[src/rtl/int_to_float_converter.sv]
// -----------------------------------------------------------------------------
// int_to_float_converter
//
// Multi-cycle 32-bit integer to IEEE-754 single-precision converter covering
// FCVT.S.W (signed) and FCVT.S.WU (unsigned). It is the counterpart of the
// FPU's float-to-integer path and is driven by the FPU control: a conversion
// is issued with START, the pipeline stalls while BUSY is high, and RESULT is
// written back in the cycle VALID pulses.
//
// Normalisation shifts the magnitude left by one bit per cycle until its MSB
// is set. Latency from the accepting edge to the VALID cycle is lz+3 cycles,
// where lz is the number of leading zeros of the magnitude. The range is 3
// cycles for a normalised input or zero, and 34 cycles for a magnitude of 1.
//
// Build option:
//   I2F_ROUND_RNE_EN  defined   -> round-to-nearest-even
//                     undefined -> round-toward-zero (truncate)
//   INEXACT is reported identically in both builds. Latency and handshake
//   are also the same in both builds.
//
// Parameters:
//   EXP_BIAS  single-precision exponent bias (127). The starting exponent
//             is EXP_BIAS+31, which is the exponent of bit 31 of the magnitude.
//
// Ports:
//   CLK       in   1   clock, rising edge
//   RESET     in   1   synchronous, active-high reset
//   START     in   1   request a conversion (sampled only in IDLE)
//   UNSIGNED  in   1   1 = DATA is unsigned, 0 = two's complement
//   DATA      in   32  integer operand (sampled with START)
//   BUSY      out  1   conversion in flight (NORM/ROUND)
//   VALID     out  1   one-cycle pulse, RESULT/INEXACT valid
//   RESULT    out  32  float result, held until the next VALID
//   INEXACT   out  1   nonzero magnitude bits were discarded, held
// -----------------------------------------------------------------------------
module int_to_float_converter #(
  parameter int unsigned EXP_BIAS = 127
) (
  input  logic        CLK,
  input  logic        RESET,
  input  logic        START,
  input  logic        UNSIGNED,
  input  logic [31:0] DATA,
  output logic        BUSY,
  output logic        VALID,
  output logic [31:0] RESULT,
  output logic        INEXACT
);

  typedef enum logic [1:0] {
    IDLE  = 2'd0,
    NORM  = 2'd1,
    ROUND = 2'd2,
    DONE  = 2'd3
  } state_t;

  // Exponent of MAG[31] before any shifting.
  localparam logic [8:0] EXP_INIT = 9'(EXP_BIAS + 31);

  state_t      state;
  state_t      state_next;

  logic        sign_q;    // result sign; never set for an unsigned operand
  logic [31:0] mag_q;     // magnitude, shifted left during NORM
  logic [8:0]  exp_q;     // biased exponent that tracks mag_q[31]
  logic        zero_q;    // operand was zero, so the result is +0.0

  logic        accept;
  logic        sign_in;
  logic [31:0] mag_in;
  logic        norm_done;
  logic        mag_zero;

  // Rounding datapath signals. They are valid while the FSM is in ROUND.
  logic [22:0] frac_trunc;
  logic        guard_bit;
  logic        sticky_bit;
  logic        inexact_next;
  logic [22:0] frac_round;
  logic [8:0]  exp_round;
  logic [31:0] result_next;

  // ---------------------------------------------------------------------------
  // Operand capture
  // ---------------------------------------------------------------------------
  assign accept  = (state == IDLE) && START;
  assign sign_in = DATA[31] & ~UNSIGNED;
  // Negating -2^31 wraps back to 0x80000000. That value is the correct
  // unsigned magnitude, so no overflow handling is needed.
  assign mag_in  = sign_in ? (~DATA + 32'd1) : DATA;

  // ---------------------------------------------------------------------------
  // Normalisation status
  // ---------------------------------------------------------------------------
  assign mag_zero  = (mag_q == 32'd0);
  assign norm_done = mag_zero || mag_q[31];

  // ---------------------------------------------------------------------------
  // Rounding
  // ---------------------------------------------------------------------------
  // After normalisation, MAG[31] is the hidden bit and MAG[30:8] is the
  // fraction. MAG[7] is the guard bit, and MAG[6:0] collapses to the sticky bit.
  assign frac_trunc   = mag_q[30:8];
  assign guard_bit    = mag_q[7];
  assign sticky_bit   = |mag_q[6:0];
  assign inexact_next = guard_bit | sticky_bit;

`ifdef I2F_ROUND_RNE_EN
  logic        lsb_bit;
  logic        round_up;
  logic [23:0] frac_sum;

  assign lsb_bit  = mag_q[8];
  // Round up above the halfway point. On an exact tie, round up only when
  // that makes the fraction even.
  assign round_up = guard_bit & (sticky_bit | lsb_bit);
  assign frac_sum = {1'b0, frac_trunc} + 24'(round_up);

  // A carry out of the fraction means the mantissa rounded up to 2.0.
  // The wrapped fraction is already zero, so only the exponent moves.
  // The largest possible result is 2^32, so the exponent stays below 255.
  assign frac_round = frac_sum[22:0];
  assign exp_round  = exp_q + 9'(frac_sum[23]);
`else
  // Round toward zero: the fraction is truncated and never carries.
  assign frac_round = frac_trunc;
  assign exp_round  = exp_q;
`endif

  // Zero bypasses the field packing so that the result is always +0.0.
  assign result_next = zero_q ? 32'd0 : {sign_q, exp_round[7:0], frac_round};

  // The exponent is at most 159 here, so bit 8 never reaches the result.
  logic unused_exp_msb;
  assign unused_exp_msb = exp_round[8];

  // ---------------------------------------------------------------------------
  // FSM: state register
  // ---------------------------------------------------------------------------
  // NOTE: sequential state is written with non-blocking assignments so that
  // every register samples pre-edge values, independent of process order.
  always_ff @(posedge CLK) begin
    if (RESET) begin
      state <= IDLE;
    end else begin
      state <= state_next;
    end
  end

  // ---------------------------------------------------------------------------
  // FSM: next state and handshake outputs
  // ---------------------------------------------------------------------------
  // NOTE: every output of this block gets a default first. Otherwise a path
  // that leaves one unassigned would infer a latch.
  always_comb begin
    state_next = state;
    BUSY       = 1'b0;
    VALID      = 1'b0;

    unique case (state)
      IDLE: begin
        if (START) begin
          state_next = NORM;
        end
      end

      NORM: begin
        BUSY = 1'b1;
        if (norm_done) begin
          state_next = ROUND;
        end
      end

      ROUND: begin
        BUSY       = 1'b1;
        state_next = DONE;
      end

      DONE: begin
        // START is ignored here. IDLE accepts a new operand on the next cycle.
        VALID      = 1'b1;
        state_next = IDLE;
      end

      default: begin
        state_next = IDLE;
      end
    endcase
  end

  // ---------------------------------------------------------------------------
  // Datapath registers
  // ---------------------------------------------------------------------------
  always_ff @(posedge CLK) begin
    if (RESET) begin
      sign_q  <= 1'b0;
      mag_q   <= 32'd0;
      exp_q   <= 9'd0;
      zero_q  <= 1'b0;
      RESULT  <= 32'd0;
      INEXACT <= 1'b0;
    end else begin
      if (accept) begin
        sign_q <= sign_in;
        mag_q  <= mag_in;
        exp_q  <= EXP_INIT;
        zero_q <= 1'b0;
      end

      if (state == NORM) begin
        if (mag_zero) begin
          zero_q <= 1'b1;
        end else if (!mag_q[31]) begin
          // Each shift moves the leading one up one place. Decrementing the
          // exponent keeps the represented value unchanged.
          mag_q <= {mag_q[30:0], 1'b0};
          exp_q <= exp_q - 9'd1;
        end
      end

      // RESULT and INEXACT update only here, so they hold between VALIDs.
      if (state == ROUND) begin
        RESULT  <= result_next;
        INEXACT <= zero_q ? 1'b0 : inexact_next;
      end
    end
  end

endmodule

[config.mk]
export PLATFORM = sky130hd
export DESIGN_NAME = int_to_float_converter
export DESIGN_NICKNAME = d
export VERILOG_FILES = /design/src/rtl/int_to_float_converter.sv
export SDC_FILE = /design/constraint.sdc
export NUM_CORES = 1
export LEC_CHECK = 0
export CAP_MARGIN = 20
export CORE_MARGIN = 5
export CORE_UTILIZATION = 40
export CTS_CLUSTER_DIAMETER = 80
export CTS_CLUSTER_SIZE = 14
export DETAILED_ROUTE_END_ITERATION = 10
export GPL_ROUTABILITY_DRIVEN = 0
export PLACE_DENSITY = 0.69
export RECOVER_POWER = 100
export SLEW_MARGIN = 20
export SYNTH_ARGS = -nofsm -noshare
export SYNTH_HDL_FRONTEND = slang
export SYNTH_SLANG_ARGS = --single-unit
[constraint.sdc]
create_clock -name CLK -period 2.4 [get_ports CLK]
set_clock_uncertainty 0.05 [all_clocks]
set_input_delay 0.24 -clock CLK [delete_from_list [all_inputs] [get_ports CLK]]
set_output_delay 0.24 -clock CLK [all_outputs]
set_load 0.005 [all_outputs]
==> flow_summary.json, run 1 <==
{
  "p_sw_share_pct": 40.1,
  "drc": 0,
  "drtPass1Iterations": 6,
  "wl_mm": 11.9,
  "worstPathRequired_ns": 2.58,
  "synth-edff-count": 0,
  "peakVddDrop_mv": 0.305,
  "hp-class": "in -> reg",
  "power_w": 0.00546,
  "vias_per_cell": 5.53,
  "comb_power_share_pct": 44.4,
  "syn-instance-count": 537,
  "area_growth_pct": 33.0,
  "wl_per_cell_um": 15.3,
  "multi_input_area_sq_um": 2600,
  "period_share_pct": 95.5,
  "powerDensity_nw_per_um2": 965,
  "max_freq_mhz": 436,
  "crit_fanout": 7,
  "insertion_delay_ns": 0.35,
  "drtIter0Drc": 363,
  "synth_most_common_cell": "dfxtp_1",
  "slew_violations": 0,
  "path_class": "in -> reg",
  "row_count": 37,
  "hold_violations": 0,
  "hold_start": "RESET",
  "reg2reg_to": "mag_q[21]$_SDFF_PP0_",
  "clockPowerShare_pct": 19.2,
  "antenna_found_initial": 0,
  "arrival_ns": 2.47,
  "grt.total_usage_pct": 18.3,
  "cts_buffers": 9,
  "hold_end": "state[1]$_SDFFE_PP0P_",
  "synth_area_sq_um": 4250,
  "synth_ff_type": "dfxtp_1",
  "clockBufferDepth": 2,
  "coreArea_sq_um": 10400,
  "ys_top_cells_by_area": "dfxtp_1, a21oi_1, nand3b_1",
  "critPathLaunchType": "input port",
  "r2r_start": "mag_q[10]$_SDFF_PP0_",
  "grt_max_degree": 67,
  "finalSetupViolations": 0,
  "synth_top_cell_by_area": "dfxtp_1",
  "end_kind": "flop",
  "cts_sinks": 77,
  "layout.nets": 677,
  "dr_total_vias": 4286,
  "synth_top_cell_area_share_pct": 36.2,
  "p_leak_nw": 2.13,
  "die_h_um": 113,
  "status": "complete, no violations",
  "diodes": 0,
  "dieWidth_um": 113,
  "yosys_warnings": 0,
  "share_seq_of_total_power_pct": 36.4,
  "clk_pin_slew_ns": 0.08,
  "p_int_w": 0.00327,
  "cts_tree": "yes",
  "yosys_register_bits": 77,
  "drt.antenna.violating_nets": 0,
  "drive_above_1_share_pct": 13.3,
  "synthDistinctLibCells": 52,
  "grt_pass1_wl_mm": 19.6,
  "p_sw_w": 0.00219,
  "synth_common_cells": "dfxtp_1, nor2_1, a21oi_1, nand2b_1, clkbuf_1",
  "grt_overflow": 0,
  "tightest_slew_ns": 1.02,
  "async_reset_ff_share_pct": 0,
  "yosysSeqAreaShare_pct": 36.2,
  "ff2ff_path_depth": 5,
  "cts-root-buf": "clkbuf_8",
  "io_buffer_count": 70,
  "synth_nets": 580,
  "hold_path_depth": 2,
  "dp_hpwl_mm": 8.75,
  "r2r_slack_ns": 0.17,
  "grt_pass1_vias": 4011,
  "ios": 71,
  "die-area_sq_um": 12800,
  "regArea_sq_um": 1540,
  "maxSlewHeadroom_pct": 31.8,
  "start_util_pct": 41.0,
  "final.min_clock_period_ns": 2.29,
  "maxCapViolCount": 0,
  "fillCellCount": 990,
  "final_util_pct": 54.6,
  "h-tree-depth": 3,
  "postSynthAreaPerCell_sq_um": 7.92
}
[sequential cells by signal, indices dropped and copies added, names as in the netlist]
signal / flops
INEXACT: 1
RESULT: 32
exp_q: 8
sign_q: 1
state: 2
zero_q: 1
mag_q: 32
[critical path, stage by stage]
cell	delay, ns
clkdlybuf4s50_1	0.45
or4_1	0.58
buf_4	0.18
nor4_2	0.24
buf_4	0.19
buf_4	0.12
a311oi_1	0.08
a41o_1	0.23
o22ai_2	0.11
nor2_1	0.05
[placed cells by master (no fill, tap or decap), types with 3 or more instances in the layout]
cell	instances
o21ai_1	3
xor2_1	11
nand2b_1	41
a211o_1	3
ha_1	6
o31ai_1	5
inv_1	7
nand4_1	3
a31oi_1	10
clkinv_2	3
or4_1	5
clkbuf_1	4
o21ai_0	13
nor4_2	3
clkbuf_8	9
nand2_1	30
a211oi_1	10
o41ai_1	4
buf_4	51
o32ai_1	3
or3_1	9
mux2i_1	5
nor4_1	10
dlygate4sd3_1	35
xnor2_1	12
nand3_1	6
nor3_1	11
o211ai_1	6
clkdlybuf4s50_1	32
nor2_1	69
a21oi_1	67
dfxtp_1	77
nand3b_1	35
[worst max-delay path by stage]
stage / startpoint / to / slack, ns
3_5_place_dp: DATA[0] / mag_q[22]$_SDFF_PP0_ / -0.37
6_report: DATA[8] / mag_q[30]$_SDFF_PP0_ / 0.11
4_1_cts: DATA[0] / mag_q[22]$_SDFF_PP0_ / 0.0003
3_3_place_gp: DATA[0] / mag_q[26]$_SDFF_PP0_ / -0.31
5_1_grt: DATA[8] / mag_q[30]$_SDFF_PP0_ / -0.005
2_1_floorplan: DATA[0] / mag_q[26]$_SDFF_PP0_ / 0.12
[layer usage]
| metal | global-route usage (%) | vias to the layer above | wire (um) |
|---|---|---|---|
| met5 | 0 | - | 0 |
| met4 | 7.61 | 0 | 173 |
| met3 | 2.78 | 13 | 827 |
| met2 | 26.7 | 159 | 5040 |
| met1 | 26.8 | 1980 | 5830 |
| li1 | - | 2134 | - |
[logic make-up (layout without fill, tap and decap cells)]
logic type               Yosys count  in the layout  share of synthesized area, %
AO/OA/AOI/OAI                    143            143                          21.3
XOR/XNOR                          23             23                          4.74
buffers and inverters             48            150                          4.44
AND/OR/NAND/NOR                  234            234                          30.1
multiplexers                       5              5                          1.18
flip-flops                        77             77                          36.2
adder cells (fa/ha/maj)            7              7                          2.06
[area by class of cell]
| type | count | share of cell area [%] |
|---|---|---|
| sequential | 77 | 27.2 |
| clock buffer | 11 | 2.32 |
| timing repair buffer | 125 | 19.6 |
| inverter | 9 | 0.597 |
| multi-input combinational | 412 | 45.9 |
| clock inverter | 5 | 1.33 |
| tap | 136 | 3.01 |
[power by group through the flow]
stage | combinational, W | clock, W | sequential, W
2_1_floorplan | 0.00160 | 0 | 0.00191
3_3_place_gp | 0.00229 | 0 | 0.00199
3_5_place_dp | 0.00235 | 0 | 0.00201
4_1_cts | 0.00237 | 0.00107 | 0.00198
5_1_grt | 0.00271 | 0.00113 | 0.00205
6_report | 0.00242 | 0.00105 | 0.00199
[metrics by stage]
stage               TNS (ns)  cell area [sq um]  hold slack [ns]  setup slack [ns]  instances
detailed placement     -3.58               5380            0.409            -0.372        758
CTS                        0               5590            0.311          0.000337        775
global route        -0.00538               5660            0.366          -0.00538        775
global placement       -2.69               5380            0.406            -0.313        758
finish                     0               5660            0.336             0.108        775
floorplan                  0               4250            0.382             0.119        537
[what timing repair did]
action / 4_1_cts / 5_1_grt
gates resized for setup: 0 / 15
pin swaps: 0 / 1
buffers inserted: 1 / 0
hold buffers: 0 / 0
endpoints found under the setup margin: 1 / 21
Note: power is estimated with default switching activity, not from simulation.
==> run 2: changes to the inputs <==
--- a/config.mk
+++ b/config.mk
@@ -6,6 +6,7 @@
 export NUM_CORES = 1
 export LEC_CHECK = 0
 export CAP_MARGIN = 20
+export CORE_ASPECT_RATIO = 1.4
 export CORE_MARGIN = 5
 export CORE_UTILIZATION = 40
 export CTS_CLUSTER_DIAMETER = 80
==> flow_summary.json, run 2 (synthesis gave the netlist of run 1 again) <==
{
  "arrival_ns": 2.52,
  "p_leak_nw": 2.18,
  "hold_end": "mag_q[9]$_SDFF_PP0_",
  "comb_power_share_pct": 42.9,
  "p_sw_w": 0.00218,
  "fin_tns_setup_ns": 0,
  "wl_per_cell_um": 15.1,
  "r2r_slack_ns": 0.14,
  "drt.antenna.violating_nets": 0,
  "cts-root-buf": "clkbuf_16",
  "grt_pass1_wl_mm": 19.9,
  "peakVddDrop_mv": 0.384,
  "largestRegisters": "RESULT x32, mag_q x32, exp_q x8",
  "clockPowerShare_pct": 21.8,
  "die-area_sq_um": 12800,
  "coreArea_sq_um": 10400,
  "slew_violations": 0,
  "maxCapViolCount": 0,
  "ios": 71,
  "drc": 0,
  "finalSetupViolations": 0,
  "path_class": "in -> reg",
  "io_buffer_count": 70,
  "reg2reg_to": "state[0]$_SDFFE_PP0P_",
  "period_share_pct": 95.9,
  "grt_max_degree": 67,
  "start_util_pct": 40.9,
  "h-tree-depth": 3,
  "cts_buffers": 9,
  "final_util_pct": 55.1,
  "critPathLaunchType": "input port",
  "layout_common_cells": "dfxtp_1, nor2_1, a21oi_1",
  "drtIter0Drc": 444,
  "hold_path_depth": 2,
  "vias_per_cell": 5.53,
  "cts_tree": "yes",
  "antenna_found_initial": 0,
  "final.min_clock_period_ns": 2.30,
  "clk_pin_slew_ns": 0.06,
  "insertion_delay_ns": 0.33,
  "whs_ns": 0.301,
  "worstPathRequired_ns": 2.62,
  "area_growth_pct": 34.7,
  "ff2ff_path_depth": 7,
  "grt_overflow": 0,
  "cts_sinks": 77,
  "share_seq_of_total_power_pct": 35.3,
  "layout.nets": 678,
  "status": "complete, no violations",
  "cts_hold_buffers": 0,
  "max_freq_mhz": 435,
  "maxSlewHeadroom_pct": 32.5,
  "tightest_slew_ns": 1.01,
  "clockBufferDepth": 2,
  "grt.total_usage_pct": 18.3,
  "hp-class": "in -> reg",
  "crit_fanout": 3,
  "r2r_start": "mag_q[11]$_SDFF_PP0_",
  "hold_violations": 0,
  "drtPass1Iterations": 5,
  "row_count": 44,
  "die_h_um": 132,
  "dr_total_vias": 4295,
  "hold_start": "RESET",
  "p_sw_share_pct": 38.7,
  "final_common_cell": "dfxtp_1",
  "diodes": 0,
  "dp_hpwl_mm": 8.66,
  "wl_mm": 11.7,
  "drive_above_1_share_pct": 12.7,
  "dieWidth_um": 97.2,
  "end_kind": "flop",
  "grt_pass1_vias": 4232,
  "powerDensity_nw_per_um2": 982,
  "p_int_w": 0.00345
}
run 2: worst max-delay path by stage:
stage                            to     from  depth (start not counted)
2_1_floorplan  mag_q[26]$_SDFF_PP0_  DATA[0]                          9
3_3_place_gp   mag_q[26]$_SDFF_PP0_  DATA[0]                          9
3_5_place_dp   mag_q[28]$_SDFF_PP0_  DATA[8]                          9
4_1_cts        mag_q[28]$_SDFF_PP0_  DATA[8]                          9
5_1_grt        mag_q[21]$_SDFF_PP0_  DATA[8]                          7
6_report       mag_q[21]$_SDFF_PP0_  DATA[8]                          7
run 2: repair_timing:
| action | 4_1_cts | 5_1_grt |
|---|---|---|
| resized for setup | 2 | 11 |
| pin swaps | 3 | 8 |
| setup buffers | 2 | 1 |
| endpoints found under the setup margin | 2 | 12 |
run 2: power by group through the flow:
stage | clock network (W) | logic (W) | registers [W]
2_1_floorplan | 0 | 0.00160 | 0.00191
3_3_place_gp | 0 | 0.00235 | 0.00199
3_5_place_dp | 0 | 0.00242 | 0.00200
4_1_cts | 0.00125 | 0.00243 | 0.00198
5_1_grt | 0.00130 | 0.00270 | 0.00204
6_report | 0.00122 | 0.00241 | 0.00199
run 2: worst max-delay path: stages:
cell             delay [ns]
clkdlybuf4s50_1        0.44
nor4_1                 0.41
and4b_2                0.35
nand3_4                0.08
o311a_1                0.33
or4_1                  0.51
a21oi_1                0.15
run 2: cell type report:
cell class | instances | area (sq um)
fillers | 970 | 4670
multi-input cells | 412 | 2580
flip-flops and latches | 77 | 1540
repair buffers | 126 | 1140
clock buffers | 12 | 256
well taps | 138 | 173
inverters | 9 | 33.8
clock inverters | 2 | 10.0
run 2: layer usage:
| metal | part of all wire (%) | routed length, um | GRT usage, % |
|---|---|---|---|
| met1 | 45 | 5300 | 23.7 |
| met2 | 48 | 5590 | 30.1 |
| met3 | 5.2 | 610 | 3.44 |
| met4 | 1.8 | 213 | 6.64 |
| met5 | 0 | 0 | 0 |
run 2: per-stage QoR:
step | std cells | total power (W) | instance area, sq um | worst slack, ns
floorplan | 537 | 0.00350 | 4250 | 0.119
global placement | 759 | 0.00434 | 5400 | -0.321
detailed placement | 759 | 0.00442 | 5400 | -0.423
CTS | 775 | 0.00566 | 5690 | 0.0296
global route | 776 | 0.00604 | 5730 | -0.0152
finish | 776 | 0.00563 | 5730 | 0.0988
==> run 3: changes to the inputs <==
--- a/config.mk
+++ b/config.mk
@@ -8,12 +8,12 @@
 export CAP_MARGIN = 20
 export CORE_ASPECT_RATIO = 1.4
 export CORE_MARGIN = 5
-export CORE_UTILIZATION = 40
+export CORE_UTILIZATION = 29
 export CTS_CLUSTER_DIAMETER = 80
 export CTS_CLUSTER_SIZE = 14
 export DETAILED_ROUTE_END_ITERATION = 10
 export GPL_ROUTABILITY_DRIVEN = 0
-export PLACE_DENSITY = 0.69
+export PLACE_DENSITY = 0.54
 export RECOVER_POWER = 100
 export SLEW_MARGIN = 20
 export SYNTH_ARGS = -nofsm -noshare
==> flow_summary.json, run 3 (synthesis gave the netlist of run 1 again) <==
{
  "path_class": "in -> reg",
  "status": "complete, no violations",
  "slowest_stage": "or4b_1",
  "r2r_start": "mag_q[10]$_SDFF_PP0_",
  "critPathLaunchType": "input port",
  "layout.nets": 683,
  "max_stage_delay_ns": 0.58,
  "powerDensity_nw_per_um2": 999,
  "slew_violations": 0,
  "grt_max_degree": 67,
  "drive_above_1_share_pct": 13.2,
  "drt.antenna.violating_nets": 0,
  "vias_per_cell": 4.97,
  "drtPass1Iterations": 4,
  "final_common_cell": "dfxtp_1",
  "fin_tns_setup_ns": 0,
  "finalWorstSetupSlack_ns": 0.0817,
  "row_count": 52,
  "clk_pin_slew_ns": 0.06,
  "cts-root-buf": "clkbuf_16",
  "period_share_pct": 96.6,
  "p_leak_nw": 2.19,
  "antenna_found_initial": 0,
  "start_util_pct": 29.5,
  "maxSlewHeadroom_pct": 31.4,
  "instances_no_fill": 834,
  "highest_layer": "met4",
  "die_h_um": 153,
  "post-place-ws_ns": -0.340,
  "fillCellCount": 1524,
  "worstPathRequired_ns": 2.59,
  "hold_violations": 0,
  "clockBufferDepth": 2,
  "maxCapViolCount": 0,
  "cts_hold_buffers": 0,
  "end_kind": "flop",
  "hp-class": "in -> reg",
  "cts_buffers": 9,
  "layout_common_cells": "dfxtp_1, nor2_1, a21oi_1",
  "dr_wl_met3_um": 449,
  "drtIter0Drc": 273,
  "ios": 71,
  "wl_met2_mm": 5.90,
  "dpl.cell_count": 816,
  "drc": 0,
  "grt.total_usage_pct": 13.9,
  "grt_pass1_wl_mm": 19.9,
  "peakVddDrop_mv": 0.398,
  "wl_per_cell_um": 14.9,
  "finalSetupViolations": 0,
  "max_freq_mhz": 431,
  "h-tree-depth": 3,
  "dr_total_vias": 4142,
  "path_cells": "clkdlybuf4s50_1 > or4b_1 > buf_6 > nor4_4 > buf_4 > a41oi_1 > xor2_1 > nor2_1 > o32ai_2",
  "setup.worst_path.start": "DATA[2]",
  "grt_pass1_vias": 3942,
  "whs_ns": 0.288,
  "cts_sinks": 77,
  "die-area_sq_um": 17200,
  "dp_hpwl_mm": 9.45,
  "grt_overflow": 0,
  "coreArea_sq_um": 14400,
  "power_w": 0.00582,
  "largestRegisters": "RESULT x32, mag_q x32, exp_q x8",
  "diodes": 0,
  "crit_fanout": 5,
  "area_growth_pct": 37.0,
  "hold_start": "RESET",
  "insertion_delay_ns": 0.33,
  "wl_mm": 12.4,
  "dieWidth_um": 112,
  "cts_tree": "yes",
  "arrival_ns": 2.51,
  "io_buffer_count": 70,
  "tightest_slew_ns": 1.03,
  "final.min_clock_period_ns": 2.32,
  "wl_met1_mm": 5.90
}
-- run 3: cell types whose count changed in the layout (fill, tap and decap cells not counted), sizes merged, moves of 2 or more --
cell,delta
buf,+5
bufinv,+2
clkbuf,-3
clkdlybuf4s50,+2
clkinvlp,+2
dlymetal6s2s,-2
-- run 3: worst paths after layout --
check                       endpoint  slack [ns]  depth (start not counted)
min             mag_q[12]$_SDFF_PP0_        0.29                          2
max reg2reg     mag_q[21]$_SDFF_PP0_        0.13                          5
max             mag_q[28]$_SDFF_PP0_        0.08                          9
min reg2reg  RESULT[15]$_SDFFE_PP0P_        0.41                          2
-- run 3: critical path, delay by kind of cell --
| family | cells | cell delay, ns |
|---|---|---|
| compound gates | 2 | 0.39 |
| xor+xnor | 1 | 0.16 |
| buf+inv | 3 | 0.78 |
| simple gates | 3 | 0.93 |
-- run 3: metrics by stage --
stage	utilization [%]	cell area (sq um)
floorplan	-	4250
global placement	38.0	5480
detailed placement	38.0	5480
CTS	40.1	5800
global route	40.4	5830
finish	40.4	5830
-- run 3: cell type report --
cell class	count	area, sq um	share of cell area, %
Tap cell	189	236	4.06
Sequential cell	77	1540	26.4
Clock buffer	9	225	3.86
Inverter	9	33.8	0.580
Multi-Input combinational cell	412	2550	43.8
Clock inverter	7	90.1	1.55
Timing Repair Buffer	131	1150	19.7
-- run 3: repair_timing --
action                                  in CTS  in global routing
buffers inserted                             0                  1
gates resized for setup                      0                  9
endpoints found under the setup margin       0                 12
-- run 3: metal layers --
metal  GRT usage [%]  vias to the layer above
met3            2.53                       12
met5               0                        -
met1            18.7                     1890
met4            5.27                        0
li1                -                     2149
met2            22.2                       91
-- run 3: where the power goes --
part	leakage (nW)	internal, W	switching (W)
Clock	0.151	0.000904	0.000520
Combinational	1.41	0.00106	0.00134
Sequential	0.629	0.00164	0.000364
